**src/rtl/md_issue_ctrl.sv**
```systemverilog
// -----------------------------------------------------------------------------
// md_issue_ctrl
//   EX-stage initiator for the MultDiv unit. Accepts HI/LO-class instructions,
//   launches multiply/divide operations, tracks the unit's BUSY flag, holds the
//   architectural HI/LO shadow registers, and stalls the pipeline whenever a
//   request cannot be serviced. A watchdog raises a sticky timeout flag if the
//   unit stays busy for too long.
//
// Parameters
//   MAX_CYC     watchdog limit in RUN cycles
//
// Ports
//   clk, reset  clock, asynchronous active-low reset
//   req_valid   EX holds a HI/LO-class instruction
//   req_op      000 MULT, 001 MULTU, 010 DIV, 011 DIVU,
//               100 MFHI, 101 MFLO, 110 MTHI, 111 MTLO
//   req_rs/rt   operands (req_rs is the MTHI/MTLO source)
//   flush       kill the current EX request
//   req_ready   request accepted this cycle
//   rd_valid    MFHI/MFLO result valid (combinational)
//   rd_data     MFHI/MFLO result, 0 when rd_valid is low
//   md_A/md_B   registered operands to MultDiv
//   md_start    registered one-cycle launch pulse
//   md_Op       registered MultDiv opcode
//   md_BUSY     MultDiv busy flag
//   md_HI/LO    MultDiv results, valid once BUSY falls
//   md_timeout  sticky watchdog flag
// -----------------------------------------------------------------------------
module md_issue_ctrl #(
    parameter int unsigned MAX_CYC = 64
) (
    input  logic        clk,
    input  logic        reset,
    input  logic        req_valid,
    input  logic [2:0]  req_op,
    input  logic [31:0] req_rs,
    input  logic [31:0] req_rt,
    input  logic        flush,
    output logic        req_ready,
    output logic        rd_valid,
    output logic [31:0] rd_data,
    output logic [31:0] md_A,
    output logic [31:0] md_B,
    output logic        md_start,
    output logic [1:0]  md_Op,
    input  logic        md_BUSY,
    input  logic [31:0] md_HI,
    input  logic [31:0] md_LO,
    output logic        md_timeout
);

    typedef enum logic [1:0] {
        ST_IDLE,
        ST_LAUNCH,
        ST_RUN
    } state_t;

    typedef enum logic [2:0] {
        OP_MULT  = 3'b000,
        OP_MULTU = 3'b001,
        OP_DIV   = 3'b010,
        OP_DIVU  = 3'b011,
        OP_MFHI  = 3'b100,
        OP_MFLO  = 3'b101,
        OP_MTHI  = 3'b110,
        OP_MTLO  = 3'b111
    } op_t;

    localparam int unsigned   CNT_W    = $clog2(MAX_CYC + 1);
    localparam logic [CNT_W-1:0] CNT_LAST = CNT_W'(MAX_CYC - 1);

    state_t           state_q, state_d;
    logic [31:0]      hi_q, hi_d;
    logic [31:0]      lo_q, lo_d;
    logic [31:0]      a_q, a_d;
    logic [31:0]      b_q, b_d;
    logic [1:0]       op_q, op_d;
    logic             start_q, start_d;
    logic [CNT_W-1:0] cnt_q, cnt_d;
    logic             timeout_q, timeout_d;

    op_t              req_op_e;
    logic             req_live;

    assign req_op_e = op_t'(req_op);
    // A flushed request is dead: it neither reads, writes nor launches.
    assign req_live = req_valid & ~flush;

    always_comb begin
        // NOTE: every signal assigned here gets a default first, so no path
        // leaves one unassigned and no latch is inferred.
        state_d   = state_q;
        hi_d      = hi_q;
        lo_d      = lo_q;
        a_d       = a_q;
        b_d       = b_q;
        op_d      = op_q;
        start_d   = 1'b0;
        cnt_d     = '0;
        timeout_d = timeout_q;
        req_ready = 1'b0;
        rd_valid  = 1'b0;
        rd_data   = '0;

        unique case (state_q)
            ST_IDLE: begin
                if (req_live) begin
                    unique case (req_op_e)
                        OP_MFHI: begin
                            req_ready = 1'b1;
                            rd_valid  = 1'b1;
                            rd_data   = hi_q;
                        end
                        OP_MFLO: begin
                            req_ready = 1'b1;
                            rd_valid  = 1'b1;
                            rd_data   = lo_q;
                        end
                        OP_MTHI: begin
                            req_ready = 1'b1;
                            hi_d      = req_rs;
                        end
                        OP_MTLO: begin
                            req_ready = 1'b1;
                            lo_d      = req_rs;
                        end
                        default: begin
                            // A still-busy unit (e.g. left over from before a
                            // reset) cannot take a new operation.
                            if (!md_BUSY) begin
                                req_ready = 1'b1;
                                a_d       = req_rs;
                                b_d       = req_rt;
                                op_d      = req_op[1:0];
                                start_d   = 1'b1;
                                state_d   = ST_LAUNCH;
                            end
                        end
                    endcase
                end
            end

            ST_LAUNCH: begin
                state_d = ST_RUN;
            end

            ST_RUN: begin
                // cnt_q == 0 marks the first RUN cycle: the unit only raises
                // BUSY on the edge ending LAUNCH, so a low BUSY here is stale.
                if ((cnt_q != '0) && !md_BUSY) begin
                    hi_d    = md_HI;
                    lo_d    = md_LO;
                    state_d = ST_IDLE;
                end else if (cnt_q == CNT_LAST) begin
                    timeout_d = 1'b1;
                    state_d   = ST_IDLE;
                end else begin
                    cnt_d = cnt_q + CNT_W'(1);
                end
            end

            default: begin
                state_d = ST_IDLE;
            end
        endcase
    end

    // NOTE: state registers use non-blocking assignments so every flop samples
    // the pre-edge values regardless of statement order.
    always_ff @(posedge clk or negedge reset) begin
        if (!reset) begin
            state_q   <= ST_IDLE;
            hi_q      <= '0;
            lo_q      <= '0;
            a_q       <= '0;
            b_q       <= '0;
            op_q      <= '0;
            start_q   <= 1'b0;
            cnt_q     <= '0;
            timeout_q <= 1'b0;
        end else begin
            state_q   <= state_d;
            hi_q      <= hi_d;
            lo_q      <= lo_d;
            a_q       <= a_d;
            b_q       <= b_d;
            op_q      <= op_d;
            start_q   <= start_d;
            cnt_q     <= cnt_d;
            timeout_q <= timeout_d;
        end
    end

    assign md_A       = a_q;
    assign md_B       = b_q;
    assign md_Op      = op_q;
    assign md_start   = start_q;
    assign md_timeout = timeout_q;

endmodule

```
**config.mk**
```make
export PLATFORM = sky130hd
export DESIGN_NAME = md_issue_ctrl
export DESIGN_NICKNAME = d
export VERILOG_FILES = /design/src/rtl/md_issue_ctrl.sv
export SDC_FILE = /design/constraint.sdc
export NUM_CORES = 1
export LEC_CHECK = 0
export CAP_MARGIN = 20
export CORE_MARGIN = 3
export CORE_UTILIZATION = 41
export DETAILED_ROUTE_END_ITERATION = 6
export PLACE_DENSITY = 0.79
export REMOVE_ABC_BUFFERS = 1
export SLEW_MARGIN = 25
export SYNTH_ARGS = -nofsm -noshare
export SYNTH_HDL_FRONTEND = slang
export SYNTH_SLANG_ARGS = --single-unit
```
**constraint.sdc**
```tcl
create_clock -name clk -period 1.9 [get_ports clk]
set_input_delay 0.38 -clock clk [delete_from_list [all_inputs] [get_ports clk]]
set_output_delay 0.38 -clock clk [all_outputs]
set_load 0.1 [all_outputs]
```
Word level (Yosys, flattened, before mapping)
Index checks and enable logic that the tools add are counted.

Muxes and demuxes: 30. Reductions and logical operators: 12. Bitwise logic cells: 5. Equal/unequal tests: 14. Add/sub/neg operators: 1.

Operators with widths (number): $mux 32 (8); $pmux 32 s2 (3); $mux 7 (3); $reduce_and 4->1 (4); $eq 3x3->1 const B (4); $mux 1 (10); $mux 2 (5); $ne 2x2->1 const B (4); $add 7x1->7 const B (1); $eq 7x6->1 const B (1); $reduce_bool 7->1 (1); $pmux 2 s3 (1); $ne 2x1->1 const B (2); $not 1->1 (4); $reduce_or 4->1 (1); $ne 3x3->1 const B (1); $reduce_and 3->1 (1); $eq 2x1->1 const B (1); $eq 2x2->1 const B (1); $logic_not 2->1 (1); $reduce_bool 2->1 (1); $reduce_or 2->1 (1); $and 1x1->1 (1); $logic_and 1x1->1 (1); $logic_not 1->1 (1).

Logic and storage cells: 71. Bits in registers: 141. Input port bits: 136. Output and inout port bits: 102.

Longest topological paths before layout
Gate-level depths: netlist (run 1).

Word-level depth: 5. Depth in mapped cells: 9. Mapped depth without buffers: 5.

Worst setup path before layout (run 1)
No wires, ideal clock.

Kind: in2out. From: in flush. To: out rd_data[10]. Setup slack: -0.994 ns. Cell stages on the path: 4. Data arrival time: 2.514 ns. Required time: 1.520 ns. Path buffers: 2. Cell sequence: or4b_4 buf_6 clkbuf_1 nor2_1.

Word-level cells in the longest chain between the ends: 4.

Ends and longest elaborated chain: from (decl) (line 38) `input logic flush,`; $not 1->1 (line 87) `assign req_live = req_valid & ~flush;`; $and 1x1->1 (line 87); $mux 32 (line 107) `if (req_live) begin`; $mux 32 (line 105) `unique case (state_q)`; to (decl) (line 41) `output logic [31:0] rd_data,`.

No other way between the ends.

Worst setup path in the final report (run 1)
From: reg state_q[1]. To: out rd_data[9].

Word-level cells in the longest chain between the ends: 2.

Ends and longest elaborated chain: from (decl) (line 72) `state_t state_q, state_d;`; from (signal assigned) (line 182) `state_q <= state_d;`; $logic_not 2->1 (line 105); $mux 32 (line 105).

No other way between the ends.

==> impl_metrics.toml, run 1 <==
[outcome]
outcome = "complete, but fails checks"
violations = "negative setup slack"

[clocking]
clock_latency_ns = 0.42
numCtsBuffers = 17
cts_max_level = 4
clockBufferDepth = 2
cts_root_buf = "clkbuf_16"
cts_tree = "done"
clk_pin_slew_ns = 0.06
clock-sinks = 141

[timing]
worst_slew_pin_slew_ns = 0.539
period_share_pct = 125
finalSetupViolCount = 166
period_minus_slack_ns = 2.38
max_freq_mhz = 420
fin_ws_ns = -0.479
tns_ns = -46.09
slew_headroom_pct = 64.1
final-hold-violation-count = 0
report.final.slew_viol_count = 0
rsz0062_at_grt = "yes"
fin_skew_ns = 0.00757

[worst_setup_path]
crit_arrival_ns = 2.00
critPathKind = "reg -> out"
critPathMostFrequentCell = "buf_12"
critPathLaunchType = "register"
crit_chain = "or4b_4 > buf_12 > nor2_2 > buf_12"
cp_top_family = "simple AND/OR/NAND/NOR gates"
required_ns = 1.52
critPathBufInv = 2
crit_path_end_kind = "primary output"
rrSetupSlack_ns = -0.33
critPathMaxFanout = 19
slowest_stage = "or4b_4"
max_stage_delay_ns = 0.58

[grt]
antenna_found_initial = 0
grt_use_total_pct = 22.1
grt_max_degree = 52
grt_pass1_vias = 5884
grt_pass1_wl_mm = 30.7
grt_remaining_overflow = 0

[floorplanning]
fp.dieH_um = 132
core_area_um2 = 15300
ios = 238
die_area_um2 = 17300
num_rows = 45
initial_core_util_pct = 42.3
fp.dieW_um = 132

[synth]
ys.flop_type = "dfrtp_1"
syn_avg_cell_area_um2 = 9.03
ys_ff_latch = 141
synth.area.top_cells = "dfrtp_1 (54%), nand2_1 (21%), mux2_2 (11%), a22oi_1 (3.8%), nor2_1 (2.5%)"
synth_edf_count = 0
synth-xor-area-share_pct = 0.541
synth_top_family_by_area = "simple AND/OR/NAND/NOR gates"
synth_top_area_share_pct = 54.5
synth_fa_ha_area_share_pct = 0.386
ys_async_sr_fraction_pct = 100
ys.warnings.count = 0
netlist_area_um2 = 6480
synth_commonest_cells = "nand2_1 (359), dfrtp_1 (141), mux2_2 (64)"
synth_compound_area_share_pct = 4.58
synth-seq-area-share_pct = 54.5
yosysMostFrequentCell = "nand2_1"
synth_cells = 717
synth_top_cell_by_area = "dfrtp_1"
synth.area.mux_share_pct = 11.1
yosys.area_share.simple_pct = 24.5
synth_cell_types = 28

[finish]
area_growth_pct = 69.6
drive_above_1_share_pct = 30.6
fin_cells = 1220
final_nets = 1134
antenna_cells = 0

[place]
pre_cts_slack_ns = -0.528
finalWeightedCongestion = 0.778
port_buffers = 237
hpwl_mm = 13.4
dp_cells = 1160

[power]
fin_total_pwr_uw = 17500
p_leak_uw = 0.00524
vdd_ir_drop_max_v = 0.00106
powerDensity_nw_per_um2 = 1590

[detailed_routing]
via_per_inst = 4.98
post-route-drc-count = 0
num_vias = 6078
drt_wl_total_mm = 21.7
wl_per_cell_um = 17.8
dr.pass1.iters = 4
first_iter_violations = 328
ant_nets = 0

[run]
drv_cap = 0

[hold_path]
hp-class = "reg -> reg"
-- power by group --
part           leakage, uW  switching, uW  total [uW]  internal, uW
sequential         0.00177            677        4920          4240
clock             0.000322           1270        3740          2470
combinational      0.00314           6310        8840          2530
total              0.00524           8260       17500          9240
-- kinds of logic (layout without fill, tap and decap cells) --
| logic type | count (synthesis) | count (layout) |
|---|---|---|
| xor+xnor | 4 | 4 |
| mux | 64 | 64 |
| buf+inv | 52 | 343 |
| flops | 141 | 141 |
| fa+ha+maj | 2 | 2 |
| simple gates | 414 | 415 |
| compound gates | 40 | 40 |
-- registers in the layout, summed over array words and instances, names as in the netlist --
register and cells:
hi_q 32, lo_q 32, md_A 32, md_B 32, cnt_q 7, md_Op 2, state_q 2, md_start 1
md_timeout 1
-- layout by cell type, fill, tap and decap left out, types with 3 or more instances in the layout --
cell and n:
buf_6 6, buf_4 91, nor2_2 12, a22oi_1 31
bufinv_16 5, clkdlybuf4s50_1 134, clkbuf_8 4, nor2_1 7
nand2_1 359, nand3_1 3, buf_12 54, inv_1 8
clkbuf_16 28, dfrtp_1 141, mux2_2 64, nor2_4 24
-- timing repair --
action	4_1_cts	5_1_grt
endpoints found under the setup margin	164	166
gates cloned	2	18
endpoints found under the hold margin	46	0
hold buffers	1	0
pin swaps	2	4
buffers inserted	2	5
gates resized for setup	48	37
-- final timing paths --
path	start	endpoint	cells past startpoint
max in group asynchronous	reset	md_A[14]$_DFFE_PN0P_	3
min in group asynchronous	reset	md_A[7]$_DFFE_PN0P_	2
setup / recovery	state_q[1]$_DFFE_PN0P_	rd_data[9]	4
hold / removal	md_B[23]$_DFFE_PN0P_	md_B[23]$_DFFE_PN0P_	2
hold reg to reg	md_B[23]$_DFFE_PN0P_	md_B[23]$_DFFE_PN0P_	2
setup reg to reg	state_q[1]$_DFFE_PN0P_	hi_q[23]$_DFFE_PN0P_	8
-- worst reg2reg max path: stages (launching register included) --
cell	delay [ns]
dfrtp_1	0.40
or4b_4	0.58
buf_4	0.19
nor2_4	0.11
buf_4	0.11
a22oi_2	0.08
buf_4	0.19
buf_12	0.15
mux2_2	0.28
-- stage by stage --
step / hold slack [ns] / utilization, % / instance area, um2
4_1_cts: 0.464 / 68.4 / 10500
2_1_floorplan: 0.0844 / - / 6230
3_3_place_gp: 0.382 / 62.5 / 9560
6_report: 0.472 / 71.7 / 11000
5_1_grt: 0.475 / 71.7 / 11000
3_5_place_dp: 0.381 / 62.5 / 9560
-- routing by layer --
layer | track usage, % | part of all wire (%)
met1 | 27.6 | 42
met2 | 36.5 | 49
met3 | 6.74 | 6.5
met4 | 7.58 | 2.2
met5 | 0 | 0
-- area by class of cell --
type	instances	area (um2)
Clock buffer	22	484
Clock inverter	10	184
Fill cell	1133	4330
Inverter	9	46.3
Multi-Input combinational cell	525	2930
Sequential cell	141	3530
Tap cell	211	264
Timing Repair Buffer	301	3540
Timing Repair inverter	1	8.76
(Power assumes the default switching activity.)
==> inputs of run 2 (changes only) <==
- GPL_TIMING_DRIVEN: not set -> 0
==> impl_metrics.toml, run 2 (same netlist as run 1, synthesis figures left out) <==
[grt]
grt_remaining_overflow = 0
grt_pass1_vias = 6198
antenna_found_initial = 0
use_met1_pct = 32.0
grt_max_degree = 72
grt_pass1_wl_mm = 33.9
use_met3_pct = 7.73
gr-usage-met2_pct = 40.5
grt_use_total_pct = 24.9
grt-busiest-layer = "met2"

[timing]
worst_slew_pin_slew_ns = 0.962
period_share_pct = 124
finalSetupViolCount = 166
fin_ws_ns = -0.455
max_freq_mhz = 425
report.final.slew_viol_count = 0
rsz0062_at_grt = "yes"
fin_skew_ns = 0.00798
tns_ns = -55.15
slew_headroom_pct = 35.8
period_minus_slack_ns = 2.35
final-hold-violation-count = 0

[detailed_routing]
ant_nets = 0
wl_per_cell_um = 19.0
num_vias = 6020
post-route-drc-count = 0
drt_wl_total_mm = 22.7
via_per_inst = 5.03
dr.pass1.iters = 5
first_iter_violations = 301

[run]
drv_cap = 0

[power]
pwr-share-seq_pct = 29.4
powerDensity_nw_per_um2 = 1580
p_clk_share_pct = 19.0
vdd_ir_drop_max_v = 0.00141
p_sw_uw = 8220
fin_total_pwr_uw = 16700
sw_frac_of_total_pct = 49.1
intPower_uw = 8500
pwr-share-comb_pct = 51.7
p_leak_uw = 0.00497

[worst_setup_path]
regToRegStartpoint = "state_q[1]$_DFFE_PN0P_"
required_ns = 1.52
critPathLaunchType = "register"
critPathMaxFanout = 10
timing.rr.end = "md_Op[1]$_DFFE_PN0P_"
critPathCapture = "rd_data[18]"
r2r.worst_path.cells = 7
crit_path_start = "state_q[1]$_DFFE_PN0P_"
crit_path_end_kind = "primary output"
crit_arrival_ns = 1.97
rrSetupSlack_ns = -0.38
critPathKind = "reg -> out"

[floorplanning]
fp.dieH_um = 132
fp.dieW_um = 132
ios = 238
initial_core_util_pct = 42.3
core_area_um2 = 15300
num_rows = 45
die_area_um2 = 17300

[finish]
layout.cells.most_common = "nand2_1"
antenna_cells = 0
final_cell_area_um2 = 10600
final_cell_mix = "nand2_1 (359), dfrtp_1 (139), clkdlybuf4s50_1 (129), mux2_2 (64), clkdlybuf4s15_2 (42)"
final_nets = 1112
drive_above_1_share_pct = 28.4
area_growth_pct = 63.0
finish.utilization_pct = 69.0

[clocking]
clk_pin_slew_ns = 0.06
cts_max_level = 4
clockBufferDepth = 2
numCtsBuffers = 17
cts_tree = "done"
clock_latency_ns = 0.41
clock-sinks = 141
cts_root_buf = "clkbuf_16"

[outcome]
violations = "negative setup slack"
outcome = "complete, but fails checks"

[place]
pre_cts_slack_ns = -1.63
finalWeightedCongestion = 0.768
placed_area_um2 = 9140
hpwl_mm = 12.5
port_buffers = 237

[hold_path]
hp-class = "in -> reg"
run 2: changes by cell type in the layout (fill, tap and decap cells not counted), sizes merged, moves of 2 or more:
cell	previous run	this run
clkbuf	33	51
clkinv	4	7
clkdlybuf4s15	0	42
dlygate4sd2	0	4
clkdlybuf4s50	134	129
or4b	1	8
bufbuf	0	2
bufinv	5	1
buf	155	63
run 2: worst min-delay path by stage:
stage                     cells after the start  slack [ns]                   start                      to
final                                         3        0.45               req_op[1]    md_Op[1]$_DFFE_PN0P_
after floorplan                               0        0.08                   reset      cnt_q[0]$_DFF_PN0_
after global routing                          3        0.44               req_op[1]    md_Op[1]$_DFFE_PN0P_
after detailed placement                      1        0.37                   reset     md_A[7]$_DFFE_PN0P_
after global placement                        1        0.44  md_timeout$_DFFE_PN0P_  md_timeout$_DFFE_PN0P_
after CTS                                     3        0.35               req_op[1]    md_Op[1]$_DFFE_PN0P_
run 2: layout make-up:
type                            instances  area, um2
Fill cell                            1177       4750
Sequential cell                       141       3530
Timing Repair Buffer                  269       3070
Multi-Input combinational cell        533       2980
Clock buffer                           24        502
Tap cell                              211        264
Timing Repair inverter                  3       90.1
Clock inverter                          6       60.1
Inverter                                9       60.1
run 2: critical path, cell delays in order, from the launching register on:
cell	delay [ns]
dfrtp_2	0.48
or4b_4	0.65
nor2_1	0.18
buf_6	0.25
run 2: timing repair:
action,in CTS,in global routing
resized for setup,427,117
endpoints found under the setup margin,234,199
buffers inserted,12,6
pin swaps,9,5
hold buffers,1,0
endpoints found under the hold margin,70,0
cloned,12,4
run 2: stage by stage:
| step | hold slack (ns) | instances |
|---|---|---|
| floorplan | 0.0844 | 674 |
| CTS | 0.352 | 1187 |
| detailed placement | 0.372 | 1133 |
| global route | 0.443 | 1196 |
| global placement | 0.439 | 1122 |
| finish | 0.448 | 1196 |
run 2: routing by layer:
metal	share of wire, %	up-vias
met3	8.4	26
met5	0	-
met2	49	229
met4	1.5	0
li1	-	2824
met1	41	2941
run 2: power groups by stage:
| stage | combinational (uW) | clock [uW] | sequential (uW) |
|---|---|---|---|
| after floorplan | 2160 | 0 | 8860 |
| after CTS | 8670 | 3210 | 4900 |
| after global placement | 8190 | 0 | 4850 |
| final | 8640 | 3170 | 4910 |
| after global routing | 9070 | 3360 | 5080 |
| after detailed placement | 8530 | 0 | 4910 |
